`config.mk`:
```
export PLATFORM = sky130hd
export DESIGN_NAME = vending_machine
export DESIGN_NICKNAME = d
export VERILOG_FILES = /design/src/rtl/vending_machine_pkg.sv /design/src/rtl/vending_machine_price_calc.sv /design/src/rtl/vending_machine.sv
export SDC_FILE = /design/constraint.sdc
export NUM_CORES = 1
export LEC_CHECK = 0
export ABC_AREA = 1
export BUFFER_PORTS_ARGS = -buffer_cell sky130_fd_sc_hd__buf_4
export CORE_MARGIN = 1
export CORE_UTILIZATION = 49
export CTS_CLUSTER_DIAMETER = 50
export DETAILED_ROUTE_END_ITERATION = 6
export PLACE_DENSITY = 0.72
export SYNTH_ARGS = -nofsm -noshare
export SYNTH_HDL_FRONTEND = slang
export SYNTH_SLANG_ARGS = --single-unit
```
`constraint.sdc`:
```
create_clock -name clk -period 4.65 [get_ports clk]
set_input_delay 0 -clock clk [delete_from_list [all_inputs] [get_ports clk]]
set_output_delay 0 -clock clk [all_outputs]
set_load 0.02 [all_outputs]
```
`src/rtl/vending_machine_pkg.sv`:
```
// Shared types and constants for the vending machine: FSM states, field widths
// and default product prices.
package vending_machine_pkg;

  localparam int CODE_W    = 2;
  localparam int COUNT_W   = 3;
  localparam int MONEY_W   = 4;
  localparam int TOTAL_W   = 7;
  localparam int PRICE_W   = 4;
  localparam int STOCK_W   = 4;
  localparam int NUM_CODES = 4;

  localparam int unsigned DEF_PRICE0     = 2;
  localparam int unsigned DEF_PRICE1     = 3;
  localparam int unsigned DEF_PRICE2     = 4;
  localparam int unsigned DEF_PRICE3     = 5;
  localparam int unsigned DEF_INIT_STOCK = 5;

  typedef enum logic [1:0] {
    IDLE   = 2'd0,
    CALC   = 2'd1,
    RESULT = 2'd2
  } state_t;

endpackage

```
`src/rtl/vending_machine_price_calc.sv`:
```
// Combinational pricing for one captured request: price lookup, 7-bit total,
// affordability check and change.
module vm_price_calc
  import vending_machine_pkg::*;
#(
  parameter int unsigned PRICE0 = DEF_PRICE0,
  parameter int unsigned PRICE1 = DEF_PRICE1,
  parameter int unsigned PRICE2 = DEF_PRICE2,
  parameter int unsigned PRICE3 = DEF_PRICE3
) (
  input  logic [CODE_W-1:0]  code,
  input  logic [COUNT_W-1:0] count,
  input  logic [MONEY_W-1:0] money,
  output logic [TOTAL_W-1:0] total,
  output logic               money_ok,
  output logic [MONEY_W-1:0] change
);

  logic [PRICE_W-1:0] price;

  always_comb begin
    price = PRICE_W'(PRICE0);
    case (code)
      2'd0:    price = PRICE_W'(PRICE0);
      2'd1:    price = PRICE_W'(PRICE1);
      2'd2:    price = PRICE_W'(PRICE2);
      default: price = PRICE_W'(PRICE3);
    endcase
  end

  // Both operands widened first so 15*7 = 105 never truncates.
  assign total    = TOTAL_W'(price) * TOTAL_W'(count);
  assign money_ok = TOTAL_W'(money) >= total;
  // Only meaningful when money_ok, where total fits in MONEY_W bits.
  assign change   = money - total[MONEY_W-1:0];

endmodule

```
`src/rtl/vending_machine.sv`:
```
// Vending machine top: IDLE/CALC/RESULT FSM, request capture, result registers
// and per-product stock (stock compiled in only when VM_STOCK_EN is defined).
module vending_machine
  import vending_machine_pkg::*;
#(
  parameter int unsigned PRICE0     = DEF_PRICE0,
  parameter int unsigned PRICE1     = DEF_PRICE1,
  parameter int unsigned PRICE2     = DEF_PRICE2,
  parameter int unsigned PRICE3     = DEF_PRICE3,
  parameter int unsigned INIT_STOCK = DEF_INIT_STOCK
) (
  input  logic               clk,
  input  logic               rst_n,
  input  logic               req,
  input  logic [CODE_W-1:0]  code,
  input  logic [COUNT_W-1:0] count,
  input  logic [MONEY_W-1:0] money,
  output logic               posibility,
  output logic [MONEY_W-1:0] remaining,
  output logic               done
);

  state_t state_reg, state_next;
  logic   capture;

  logic [CODE_W-1:0]  code_reg;
  logic [COUNT_W-1:0] count_reg;
  logic [MONEY_W-1:0] money_reg;

  logic [TOTAL_W-1:0] total;
  logic               money_ok;
  logic [MONEY_W-1:0] change;
  logic               stock_ok;
  logic               accept;
  logic               vend;

  logic               posibility_reg;
  logic [MONEY_W-1:0] remaining_reg;

  always_ff @(posedge clk or negedge rst_n) begin
    if (!rst_n) begin
      state_reg <= IDLE;
    end else begin
      state_reg <= state_next;
    end
  end

  always_comb begin
    state_next = state_reg;
    capture    = 1'b0;
    done       = 1'b0;
    case (state_reg)
      IDLE: begin
        if (req) begin
          capture    = 1'b1;
          state_next = CALC;
        end
      end
      CALC: begin
        state_next = RESULT;
      end
      RESULT: begin
        done       = 1'b1;
        state_next = IDLE;
      end
      default: begin
        state_next = IDLE;
      end
    endcase
  end

  // Inputs are only looked at on the capturing edge; later changes are ignored.
  always_ff @(posedge clk or negedge rst_n) begin
    if (!rst_n) begin
      code_reg  <= '0;
      count_reg <= '0;
      money_reg <= '0;
    end else if (capture) begin
      code_reg  <= code;
      count_reg <= count;
      money_reg <= money;
    end
  end

  vm_price_calc #(
    .PRICE0 (PRICE0),
    .PRICE1 (PRICE1),
    .PRICE2 (PRICE2),
    .PRICE3 (PRICE3)
  ) u_price_calc (
    .code     (code_reg),
    .count    (count_reg),
    .money    (money_reg),
    .total    (total),
    .money_ok (money_ok),
    .change   (change)
  );

`ifdef VM_STOCK_EN
  logic [NUM_CODES-1:0][STOCK_W-1:0] stock_vec;

  genvar gi;
  generate
    for (gi = 0; gi < NUM_CODES; gi++) begin : g_stock
      logic [STOCK_W-1:0] stock_reg;

      // A vend is only granted when stock covers count, so this cannot wrap.
      always_ff @(posedge clk or negedge rst_n) begin
        if (!rst_n) begin
          stock_reg <= STOCK_W'(INIT_STOCK);
        end else if (vend && (code_reg == CODE_W'(gi))) begin
          stock_reg <= stock_reg - STOCK_W'(count_reg);
        end
      end

      assign stock_vec[gi] = stock_reg;
    end
  endgenerate

  assign stock_ok = stock_vec[code_reg] >= STOCK_W'(count_reg);
`else
  assign stock_ok = 1'b1;
`endif

  assign accept = (count_reg != '0) && money_ok && stock_ok;
  assign vend   = (state_reg == CALC) && accept;

  // Results change only on the edge leaving CALC and hold until the next one.
  always_ff @(posedge clk or negedge rst_n) begin
    if (!rst_n) begin
      posibility_reg <= 1'b0;
      remaining_reg  <= '0;
    end else if (state_reg == CALC) begin
      posibility_reg <= accept;
      remaining_reg  <= accept ? change : money_reg;
    end
  end

  assign posibility = posibility_reg;
  assign remaining  = remaining_reg;

endmodule

```
* After elaboration in Yosys (flattened, before gate mapping)
Cells that the tools add are included.
Word-level totals: memories kept 0, memory bits (read-only) 0, input port bits 12, word-level logic and storage cells 25, output and inout bits 6, memory bits (writable) 0, bits in latches 0, register bits 16
Cells by class: reduce and logical (&&, ||, !) cells 4, multiply operators 1, bitwise gates (word level) 0, equal/unequal tests 5, shifts and indexed selects 0, $add $sub $neg 1, div/mod/pow operators 0, muxes and demuxes 7, magnitude comparators 1
Operator list (count):
- one-hot mux 3 bit (3 select lines) | 1
- greater-or-equal comparator 4 x 7 -> 1 bit | 1
- multiplier 3 x 3 -> 6 bit | 1
- == test 2 x 1 -> 1 bit, second input constant | 2
- == test 2 bit, second input constant | 2
- zero test 2 bit | 2
- 2-to-1 mux 4 bit | 1
- one-hot mux 2 bit (2 select lines) | 1
- subtractor 4 bit | 1
- 2-to-1 mux 1 bit | 3
- nonzero test 3 bit | 1
- 2-to-1 mux 2 bit | 1
- inequality test 2 bit, second input constant | 1
- logical AND 1 bit | 1

* Longest topological paths before layout
Gate-level depths: netlist of the first run.
depth in word-level cells 6, gate-level depth with buffers 15, mapped depth without buffers 15

* By module
Synthesis of the first run repeated with hierarchy kept, for this count alone.
Second synthesis, totals: cells, all modules 142, area total of the unflattened synthesis 1141.1 µm²
Modules (own cells, without submodules):
- vending_machine | times used 1, sequential area each 400.4 µm², cells each 81, area an instance 759.5 µm²
- vm_price_calc | times used 1, sequential area each 0.0 µm², cells each 61, area an instance 381.6 µm²

* Worst setup path before layout of the first run
OpenSTA, ideal clock, no wires.
path type register to register, start point reg code_reg[1], end point reg remaining_reg[2], in the netlist remaining[2], library setup time 0.117 ns, setup slack 1.993 ns, cell stages (with the launch flop) 15, clock period less this slack 2.657 ns, buffers on the path 0, data arrival time 2.539 ns, required time 4.533 ns, cell sequence dfrtp_1 nor2_1 fa_1 ha_1 inv_1 fa_1 ha_1 nand2_1 nor2_1 nor2_1 nand2_4 nand2_4 nand2_1 nand3_1 nand2_1
On the way: cells in the longest elaborated chain, start to end 6, elaborated cells on any way between the ends 9, classes of those cells 1 x add/sub; 1 x mul; 1 x order compare; 2 x eq/ne; 2 x mux; 2 x reduce/logical
Ends and longest elaborated chain:
- start, declared | line vending_machine.sv:26 | logic [CODE_W-1:0] code_reg;
- start signal, assigned | line vending_machine.sv:79 | code_reg <= code;
- == test 2 bit (tied with other cells) | line vending_machine_price_calc.sv:23 | case (code)
- one-hot mux 3 bit (3 select lines) (*) | line vending_machine_price_calc.sv:23
- multiplier 3 x 3 -> 6 bit (*) | line vending_machine_price_calc.sv:32 | assign total = TOTAL_W'(price) * TOTAL_W'(count);
- greater-or-equal comparator 4 x 7 -> 1 bit | line vending_machine_price_calc.sv:33 | assign money_ok = TOTAL_W'(money) >= total;
- logical AND 1 bit | line vending_machine.sv:125 | assign accept = (count_reg != '0) && money_ok && stock_ok;
- 2-to-1 mux 4 bit (*) | line vending_machine.sv:135 | remaining_reg <= accept ? change : money_reg;
- end signal, assigned | line vending_machine.sv:135
- end, declared | line vending_machine.sv:38 | logic [MONEY_W-1:0] remaining_reg;
Mark *: on every way between the ends. The rest lies on a longest branch, timed or not. A chain may end at the register's enable or synchronous reset.

* Final worst setup path of the first run
start point reg code_reg[1], end point reg remaining_reg[3], in the netlist remaining[3]
The elaborated chain is that of the path after synthesis.

==> results.py, run 1 <==
metrics = {
    "floorplan": {
        "initial_utilization": 0.523,
        "dieArea_sq_um": 2280,
        "boundaryPins": 18,
        "coreArea_sq_um": 1960,
        "rows": 16,
        "fp.dieH_um": 47.8,
        "chipWidth_um": 47.8,
    },
    "clock_tree": {
        "clk_pin_slew_ns": 0.10,
        "post_cts_buffers": 0,
        "clock_latency_ns": 0.29,
        "clockBufferDepth": 2,
        "ctsRootBufferMaster": "clkbuf_4",
        "cts.htree.levels": 1,
        "numCtsBuffers": 3,
        "numClockSinks": 16,
        "cts_tree": "yes",
    },
    "placement": {
        "numPortBuffers": 17,
        "dpl.hpwl_mm": 1.59,
        "pre_cts_ws_ns": 1.81,
        "dp_cells": 172,
        "gp_congestion": 0.852,
    },
    "global_route": {
        "grt_max_degree": 18,
        "grt_overflow": 0,
        "antenna_found_initial": 0,
        "grt_pass1_vias": 749,
        "gr-usage-all-layers": 0.214,
        "grt_pass1_wl_mm": 3.28,
    },
    "drt": {
        "viasPerCell": 4.67,
        "route.detailed.drc": 0,
        "wl_mm": 2.04,
        "antenna_left": 0,
        "drt_iter0_drc": 13,
        "wl_per_cell_um": 11.0,
        "drt-pass1-iter-count": 4,
        "vias": 868,
    },
    "power_and_ir_drop": {
        "p_leak_nw": 0.749,
        "cellPowerDensity_nw_per_um2": 536,
        "p_total_w": 0.000707,
        "vdd_drop_max_uv": 334,
    },
    "status": {
        "outcome": "finished clean",
    },
    "synth": {
        "synth_fp_nets": 153,
        "syn_inst": 129,
        "ys_ff_latch": 16,
        "avgSynthCellArea_sq_um": 7.95,
        "netlist_area_sq_um": 1030,
        "yosysUniqueCellTypes": 17,
        "synth_warnings": 0,
        "yosysSeqAreaShare": 0.390,
    },
    "timing": {
        "skew_ns": 0.00551,
        "max_freq_mhz": 355,
        "post-route-period-util": 0.606,
        "setup_viol": 0,
        "grt_setup_unrepaired": "no",
        "setup_ws_ns": 1.83,
        "finalMaxSlewViolations": 0,
        "slew_headroom": 0.828,
        "finalSetupTns_ns": 0,
        "finalHoldViolations": 0,
        "tightest_slew_ns": 0.258,
        "period_needed_ns": 2.82,
    },
    "critical_path": {
        "crit_chain": "nor2_1 > fa_1 > ha_1 > inv_1 > fa_1 > ha_1 > nand2_1 > nor2_1 > nor2_1 > nand2_4 > nand2_4 > nand2_1 > nand3_1 > nand2_1",
        "worstPathRequired_ns": 4.85,
        "crit_start": "code_reg[1]",
        "cp-end-kind": "register",
        "critPathSlowestCell": "dfrtp_1",
        "timing.critical_path.buf_inv": 1,
        "critPathMaxStageDelay_ns": 0.46,
        "crit_type": "register to register",
        "cp_data_arrival_time_ns": 3.01,
        "worstPathMaxFanout": 7,
        "cp-start-kind": "register",
        "critPathTopFamily": "adder cells",
        "r2r-start": "code_reg[1]",
    },
    "cells_and_area": {
        "final_cell_count_no_fill": 186,
        "layout_commonest_cell": "nand2_1",
        "antennaDiodeCount": 0,
        "nets": 184,
        "area_growth_pct": 28.5,
        "final-seq-area_sq_um": 400,
        "final_cell_mix": "nand2_1, inv_1, buf_4",
        "drive_above_1_share": 0.208,
        "multi_input_area_sq_um": 531,
        "fillers": 175,
    },
    "min_path": {
        "hp-class": "input port to register",
        "min_from": "req",
    },
    "flow_run": {
        "drv_cap": 0,
    },
}
-- power by group --
group          internal, W  switching (W)
Combinational     0.000164       0.000237
Clock            0.0000478      0.0000474
Sequential        0.000180      0.0000306
-- repair_timing --
action / in CTS / in global routing
gates resized for setup: 0 / 0
setup endpoints to repair: 0 / 0
hold endpoints to repair: 25 / 0
hold buffers: 10 / 0
-- cells by family (layout without fill, tap and decap cells) --
family | Yosys count | in the layout | share of synthesized area
adder cells (fa/ha/maj) | 12 | 12 | 0.168
buffers and inverters | 25 | 55 | 0.0927
flip-flops | 16 | 16 | 0.390
AND/OR/NAND/NOR | 65 | 65 | 0.285
AO/OA/AOI/OAI | 10 | 10 | 0.0549
XOR/XNOR | 1 | 1 | 0.00854
-- metrics by stage --
stage / util / hold slack (ns) / area, sq um
2_1_floorplan: - / -0.296 / 1030
3_3_place_gp: 0.603 / -0.131 / 1180
3_5_place_dp: 0.603 / -0.127 / 1180
4_1_cts: 0.672 / 0.0239 / 1320
5_1_grt: 0.672 / 0.0462 / 1320
6_report: 0.672 / 0.0251 / 1320
-- worst min-delay path: cells and delay by family --
| family | cells | cell delay, ns |
|---|---|---|
| and+or+nand+nor | 3 | 0.22 |
| buffers and inverters | 1 | 0.07 |
-- cell type report --
class / count / area share
sequential: 16 / 0.304
multi-input combinational: 88 / 0.402
timing repair buffer: 27 / 0.173
inverter: 24 / 0.0683
tap: 27 / 0.0256
clock buffer: 4 / 0.0275
-- cell usage after synthesis --
| library cell | number | area (sq um) |
|---|---|---|
| inv_1 | 19 | 71.3 |
| nand3_1 | 9 | 45.0 |
| buf_2 | 1 | 5.00 |
| inv_2 | 5 | 18.8 |
| nand2_2 | 1 | 6.26 |
| nand2_4 | 2 | 22.5 |
| nand3_2 | 2 | 20.0 |
| fa_1 | 3 | 60.1 |
| a21boi_1 | 1 | 7.51 |
| nor2_4 | 1 | 11.3 |
| dfrtp_1 | 16 | 400 |
| nand2_1 | 40 | 150 |
| nor2_1 | 10 | 37.5 |
| xnor2_1 | 1 | 8.76 |
| ha_1 | 9 | 113 |
| o21ai_1 | 8 | 40.0 |
| a21oi_2 | 1 | 8.76 |
-- path summary, 6_finish.rpt --
path                           endpoint  slack, ns  depth (start not counted)
max                        remaining[3]       1.83                         14
min in group asynchronous  remaining[3]       0.09                          2
min reg2reg                remaining[1]       0.49                          2
max reg2reg                remaining[3]       1.83                         14
max in group asynchronous   code_reg[1]       4.37                          2
min                         code_reg[1]       0.03                          4
-- per-layer routing --
metal	vias up	global-route usage	routed length, um
met4	0	0.0667	26
met1	391	0.287	909
li1	463	-	-
met5	-	0	0
met3	2	0.0226	30
met2	12	0.362	1070
No activity file was read; power rests on OpenSTA's default activity.
==> run 2, diff against run 1 <==
--- a/config.mk
+++ b/config.mk
@@ -5,13 +5,13 @@
 export SDC_FILE = /design/constraint.sdc
 export NUM_CORES = 1
 export LEC_CHECK = 0
-export ABC_AREA = 1
+export ABC_AREA = 0
 export BUFFER_PORTS_ARGS = -buffer_cell sky130_fd_sc_hd__buf_4
 export CORE_MARGIN = 1
-export CORE_UTILIZATION = 49
+export CORE_UTILIZATION = 48
 export CTS_CLUSTER_DIAMETER = 50
 export DETAILED_ROUTE_END_ITERATION = 6
-export PLACE_DENSITY = 0.72
+export PLACE_DENSITY = 0.74
 export SYNTH_ARGS = -nofsm -noshare
 export SYNTH_HDL_FRONTEND = slang
 export SYNTH_SLANG_ARGS = --single-unit
==> constraint.sdc (replaced) <==
create_clock -name clk -period 2.5 [get_ports clk]
set_input_delay 0 -clock clk [delete_from_list [all_inputs] [get_ports clk]]
set_output_delay 0 -clock clk [all_outputs]
set_load 0.02 [all_outputs]
==> run 2 against run 1 <==
Net effect: the flow now finishes with violations (setup timing); sequential power is 84% higher; setup slack worse by 2.3 ns; combinational power grew to 2.8 times the previous value; sequential share of layout area is 2.6 points lower; largest cell class unchanged.
==> results.py, run 2 <==
metrics = {
    "status": {
        "outcome": "finished with violations",
        "violations": "setup timing",
    },
    "timing": {
        "tightest_slew_ns": 0.345,
        "post-route-period-util": 1.19,
        "period_needed_ns": 2.97,
        "setup_ws_ns": -0.468,
        "hold_slack_ns": 0.106,
        "finalHoldViolations": 0,
        "grt_setup_unrepaired": "yes",
        "max_freq_mhz": 337,
        "skew_ns": 0.000731,
        "setup_viol": 5,
        "finalMaxSlewViolations": 0,
        "slew_headroom": 0.770,
        "finalSetupTns_ns": -2.08,
    },
    "global_route": {
        "grt_pass1_vias": 773,
        "gr-usage-all-layers": 0.216,
        "antenna_found_initial": 0,
        "grt_max_degree": 17,
        "grt_pass1_wl_mm": 3.14,
        "grt_overflow": 0,
    },
    "synth": {
        "synth_edf_count": 0,
        "netlist_area_sq_um": 993,
        "synth_area_leaders": "dfrtp_1, ha_1, mux2_2, fa_1, and2_1",
        "ys.flop_type": "dfrtp_1",
        "yosysSeqAreaShare": 0.403,
        "async_flop_share": 1.00,
        "avgSynthCellArea_sq_um": 11.3,
        "yosysUniqueCellTypes": 22,
        "yosys.area.top_type": "dfrtp_1",
        "synth_top_area_frac": 0.403,
        "synth_fp_nets": 112,
        "synth_warnings": 0,
        "yosys-top-cells-count": "dfrtp_1, ha_1, inv_1",
        "syn_inst": 88,
        "ys_ff_latch": 16,
        "yosysMostFrequentCell": "dfrtp_1",
    },
    "placement": {
        "pre_cts_ws_ns": -0.503,
        "gp_congestion": 0.813,
        "numPortBuffers": 17,
        "dpl.hpwl_mm": 1.54,
        "dp_cells": 145,
    },
    "clock_tree": {
        "clockBufferDepth": 2,
        "cts_tree": "yes",
        "numCtsBuffers": 3,
        "clk_pin_slew_ns": 0.10,
        "cts.htree.levels": 1,
        "numClockSinks": 16,
        "ctsRootBufferMaster": "clkbuf_4",
        "clock_latency_ns": 0.29,
    },
    "floorplan": {
        "chipWidth_um": 47.5,
        "coreArea_sq_um": 1960,
        "fp.dieH_um": 47.5,
        "dieArea_sq_um": 2260,
        "rows": 16,
        "boundaryPins": 18,
        "initial_utilization": 0.506,
    },
    "cells_and_area": {
        "nets": 158,
        "multi_input_area_sq_um": 589,
        "antennaDiodeCount": 0,
        "fin_util": 0.735,
        "area_growth_pct": 45.1,
        "final_cell_mix": "buf_4, dfrtp_1, dlygate4sd3_1",
        "drive_above_1_share": 0.406,
        "fillers": 149,
        "layout_commonest_cell": "buf_4",
        "final_cell_count_no_fill": 160,
        "final-seq-area_sq_um": 400,
    },
    "drt": {
        "wl_mm": 1.99,
        "route.detailed.drc": 0,
        "vias": 750,
        "drt-pass1-iter-count": 3,
        "wl_per_cell_um": 12.4,
        "viasPerCell": 4.69,
        "drt_iter0_drc": 8,
        "antenna_left": 0,
    },
    "power_and_ir_drop": {
        "vdd_drop_max_uv": 562,
        "p_leak_nw": 0.690,
        "cellPowerDensity_nw_per_um2": 1170,
    },
    "min_path": {
        "hp-class": "input port to asynchronous set/reset pin",
    },
    "critical_path": {
        "worstPathMaxFanout": 3,
        "cp-end-kind": "register",
        "crit_type": "register to register",
        "cp-start-kind": "register",
        "r2r_slack_ns": -0.47,
        "worstPathRequired_ns": 2.73,
        "cp_data_arrival_time_ns": 3.20,
    },
    "flow_run": {
        "drv_cap": 0,
    },
}
==> run 2: cell count changes after synthesis, moves of 3 or more <==
cell     before  now
nor2_1       10    6
o21ai_0       0    4
o21ai_1       8    0
inv_2         5    0
and2_1        0    6
inv_1        19    9
nand3_1       9    0
mux2i_1       0    3
nand2_1      40    3
nor2b_1       0    5
mux2_2        0    8
a21oi_1       0    4
==> run 2: logic make-up (layout without fill, tap and decap cells) <==
logic type               Yosys count  after routing  synth area share
XOR/XNOR                           2              2            0.0176
adder cells (fa/ha/maj)           12             12             0.174
AND/OR/NAND/NOR                   24             24             0.128
multiplexers                      12             12             0.136
flip-flops                        16             16             0.403
AO/OA/AOI/OAI                     12             12             0.102
buffers and inverters             10             55            0.0390
==> run 2: through the flow <==
stage | power (W) | cell area (sq um)
after floorplan | 0.00110 | 1030
after global placement | 0.00144 | 1290
after detailed placement | 0.00148 | 1290
after CTS | 0.00171 | 1440
after global routing | 0.00185 | 1440
final | 0.00169 | 1440
==> run 2: final cells by class <==
type	count	area share
clock buffer	4	0.0252
timing repair buffer	42	0.241
sequential	16	0.278
inverter	9	0.0234
tap	27	0.0234
multi-input combinational	62	0.409
==> run 2: worst paths after layout <==
path,to,from,cells after the start
max,remaining[0],code_reg[0],11
min,remaining[0],rst_n,2
max reg2reg,remaining[0],code_reg[0],11
min reg2reg,remaining[2],remaining[2],2
max in group asynchronous,state_reg[0],rst_n,2
min in group clk,state_reg[0],req,3
==> run 2: critical path, stage by stage (launching register included) <==
cell and delay, ns:
dfrtp_1 0.39, and2_4 0.16, fa_1 0.53, ha_2 0.18, inv_2 0.04, fa_1 0.47
ha_4 0.29, o21ai_1 0.07, a21oi_2 0.16, o221ai_4 0.16, mux2_4 0.33, a21oi_2 0.13
==> run 2: timing repair <==
action	in CTS	in global routing
hold buffers	10	0
resized for setup	2	1
hold endpoints to repair	25	0
setup endpoints to repair	5	5
setup buffers	1	0
pin swaps	8	1
==> run 2: where the power goes <==
group | switching [W] | leakage [nW] | total, W | internal [W]
combinational | 0.000505 | 0.479 | 0.00112 | 0.000613
clock | 0.0000898 | 0.0210 | 0.000179 | 0.0000889
sequential | 0.0000512 | 0.190 | 0.000389 | 0.000338
==> run 2: routing by layer <==
layer	vias up	global-route usage	wire, um
li1	387	-	-
met4	0	0.0857	36
met5	-	0	0
met2	16	0.419	1090
met1	342	0.222	803
met3	5	0.0453	52
==> run 3, diff against run 2 <==
--- a/config.mk
+++ b/config.mk
@@ -12,6 +12,7 @@
 export CTS_CLUSTER_DIAMETER = 50
 export DETAILED_ROUTE_END_ITERATION = 6
 export PLACE_DENSITY = 0.74
+export RECOVER_POWER = 100
 export SYNTH_ARGS = -nofsm -noshare
 export SYNTH_HDL_FRONTEND = slang
 export SYNTH_SLANG_ARGS = --single-unit
==> run 3 against run 2 <==
Net effect: the run still ends with setup timing left; worst hold slack gained 0.22 ns; sequential power is essentially flat; cell area shrank 2.1%; non-clock buffer count is the same; flip-flop and latch count is the same; die area is the same; sequential share of layout area grew 0.59 points; first-iteration DRC count grew 38%; clock-buffer cell count is the same; register-to-register slack is essentially flat; total power shrank 2.1%; maximum frequency is essentially flat; largest power group unchanged.
==> results.py, run 3 (synthesis gave the netlist of run 2 again) <==
metrics = {
    "status": {
        "outcome": "finished with violations",
        "violations": "setup timing",
    },
    "power_and_ir_drop": {
        "power_frac_clock": 0.108,
        "comb_power_share": 0.657,
        "p_total_w": 0.00165,
        "seqPwrFrac": 0.235,
        "vdd_drop_max_uv": 539,
        "cellPowerDensity_nw_per_um2": 1170,
        "p_leak_nw": 0.660,
        "internal_power_w": 0.00101,
        "p_switching_w": 0.000645,
        "swShare": 0.391,
    },
    "drt": {
        "vias": 759,
        "drt_iter0_drc": 11,
        "viasPerCell": 4.74,
        "antenna_left": 0,
        "wl_mm": 2.00,
        "wl_per_cell_um": 12.5,
        "route.detailed.drc": 0,
        "drt-pass1-iter-count": 4,
    },
    "critical_path": {
        "r2r-end": "remaining[0]",
        "cp-end-kind": "register",
        "cp-start-kind": "register",
        "worstPathRequired_ns": 2.73,
        "worstPathMaxFanout": 3,
        "r2r_slack_ns": -0.47,
        "cp_data_arrival_time_ns": 3.20,
        "crit_start": "code_reg[0]",
        "rr_worst_depth": 11,
        "r2r-start": "code_reg[0]",
        "crit_type": "register to register",
    },
    "clock_tree": {
        "ctsRootBufferMaster": "clkbuf_4",
        "numCtsBuffers": 3,
        "clockBufferDepth": 2,
        "clk_pin_slew_ns": 0.10,
        "cts.htree.levels": 1,
        "cts_tree": "yes",
        "numClockSinks": 16,
        "clock_latency_ns": 0.29,
    },
    "placement": {
        "dpl.hpwl_mm": 1.54,
        "gp_congestion": 0.813,
        "pre_cts_ws_ns": -0.503,
        "numPortBuffers": 17,
        "dp_cells": 145,
        "post_dp_cell_area_sq_um": 1290,
    },
    "cells_and_area": {
        "antennaDiodeCount": 0,
        "layout_commonest_cell": "buf_4",
        "nets": 158,
        "area_growth_pct": 42.1,
        "final_cell_mix": "buf_4, dfrtp_1, dlygate4sd3_1",
        "final_cell_area_sq_um": 1410,
        "final_cell_count_no_fill": 160,
        "drive_above_1_share": 0.346,
    },
    "global_route": {
        "grt_pass1_wl_mm": 3.14,
        "gr-usage-all-layers": 0.216,
        "grt_pass1_vias": 773,
        "grt_max_degree": 17,
        "grt_overflow": 0,
        "antenna_found_initial": 0,
    },
    "floorplan": {
        "coreArea_sq_um": 1960,
        "dieArea_sq_um": 2260,
        "initial_utilization": 0.506,
        "fp.dieH_um": 47.5,
        "boundaryPins": 18,
        "chipWidth_um": 47.5,
        "rows": 16,
    },
    "timing": {
        "finalMaxSlewViolations": 0,
        "skew_ns": 0.000470,
        "tightest_slew_ns": 0.849,
        "max_freq_mhz": 337,
        "setup_ws_ns": -0.468,
        "finalHoldViolations": 0,
        "period_needed_ns": 2.97,
        "hold_slack_ns": 0.328,
        "post-route-period-util": 1.19,
        "setup_viol": 5,
        "grt_setup_unrepaired": "yes",
        "slew_headroom": 0.434,
    },
    "flow_run": {
        "drv_cap": 0,
    },
    "min_path": {
        "hp-class": "input port to asynchronous set/reset pin",
    },
}
## run 3: how the worst max path moves through the flow
| stage | end | slack [ns] | cells after the start |
|---|---|---|---|
| CTS | remaining[3] | -0.50 | 11 |
| detailed placement | remaining[1] | -0.50 | 11 |
| global route | remaining[3] | -0.58 | 11 |
| global placement | remaining[3] | -0.44 | 11 |
| finish | remaining[0] | -0.47 | 11 |
| floorplan | remaining[0] | -0.50 | 10 |
## run 3: routing by layer
layer | up-vias | track usage | share of wire
met5 | - | 0 | 0
li1 | 389 | - | -
met1 | 349 | 0.222 | 0.41
met2 | 16 | 0.419 | 0.55
met4 | 0 | 0.0857 | 0.011
met3 | 5 | 0.0453 | 0.030
## run 3: timing repair
item,in CTS,in global routing
gates resized for setup,2,1
gates cloned,0,0
pin swaps,8,1
setup endpoints to repair,5,5
endpoints found under the hold margin,25,0
setup buffers,1,0
hold buffers,10,0
## run 3: per-stage QoR
stage / setup TNS, ns / util
after floorplan: -1.92 / -
after global placement: -1.97 / 0.658
after detailed placement: -2.29 / 0.658
after CTS: -2.26 / 0.735
after global routing: -2.66 / 0.719
final: -2.09 / 0.719
## run 3: area by class of cell
| cell class | count | area, sq um |
|---|---|---|
| multi-input combinational | 62 | 589 |
| inverter | 9 | 33.8 |
| fill | 159 | 551 |
| tap | 27 | 33.8 |
| timing repair buffer | 42 | 318 |
| sequential | 16 | 400 |
| clock buffer | 4 | 36.3 |
## run 3: power groups by stage
| stage | combinational [W] | clock, W | sequential, W |
|---|---|---|---|
| 2_1_floorplan | 0.000663 | 0 | 0.000440 |
| 4_1_cts | 0.00113 | 0.000185 | 0.000390 |
| 6_report | 0.00108 | 0.000178 | 0.000388 |
| 5_1_grt | 0.00122 | 0.000192 | 0.000401 |
| 3_5_place_dp | 0.00108 | 0 | 0.000397 |
| 3_3_place_gp | 0.00105 | 0 | 0.000390 |
## run 3: critical path, cell delays in order (launching register included)
cell	delay (ns)
dfrtp_1	0.39
and2_4	0.16
fa_1	0.53
ha_2	0.18
inv_2	0.04
fa_1	0.47
ha_4	0.29
o21ai_1	0.07
a21oi_2	0.16
o221ai_4	0.16
mux2_4	0.33
a21oi_2	0.13
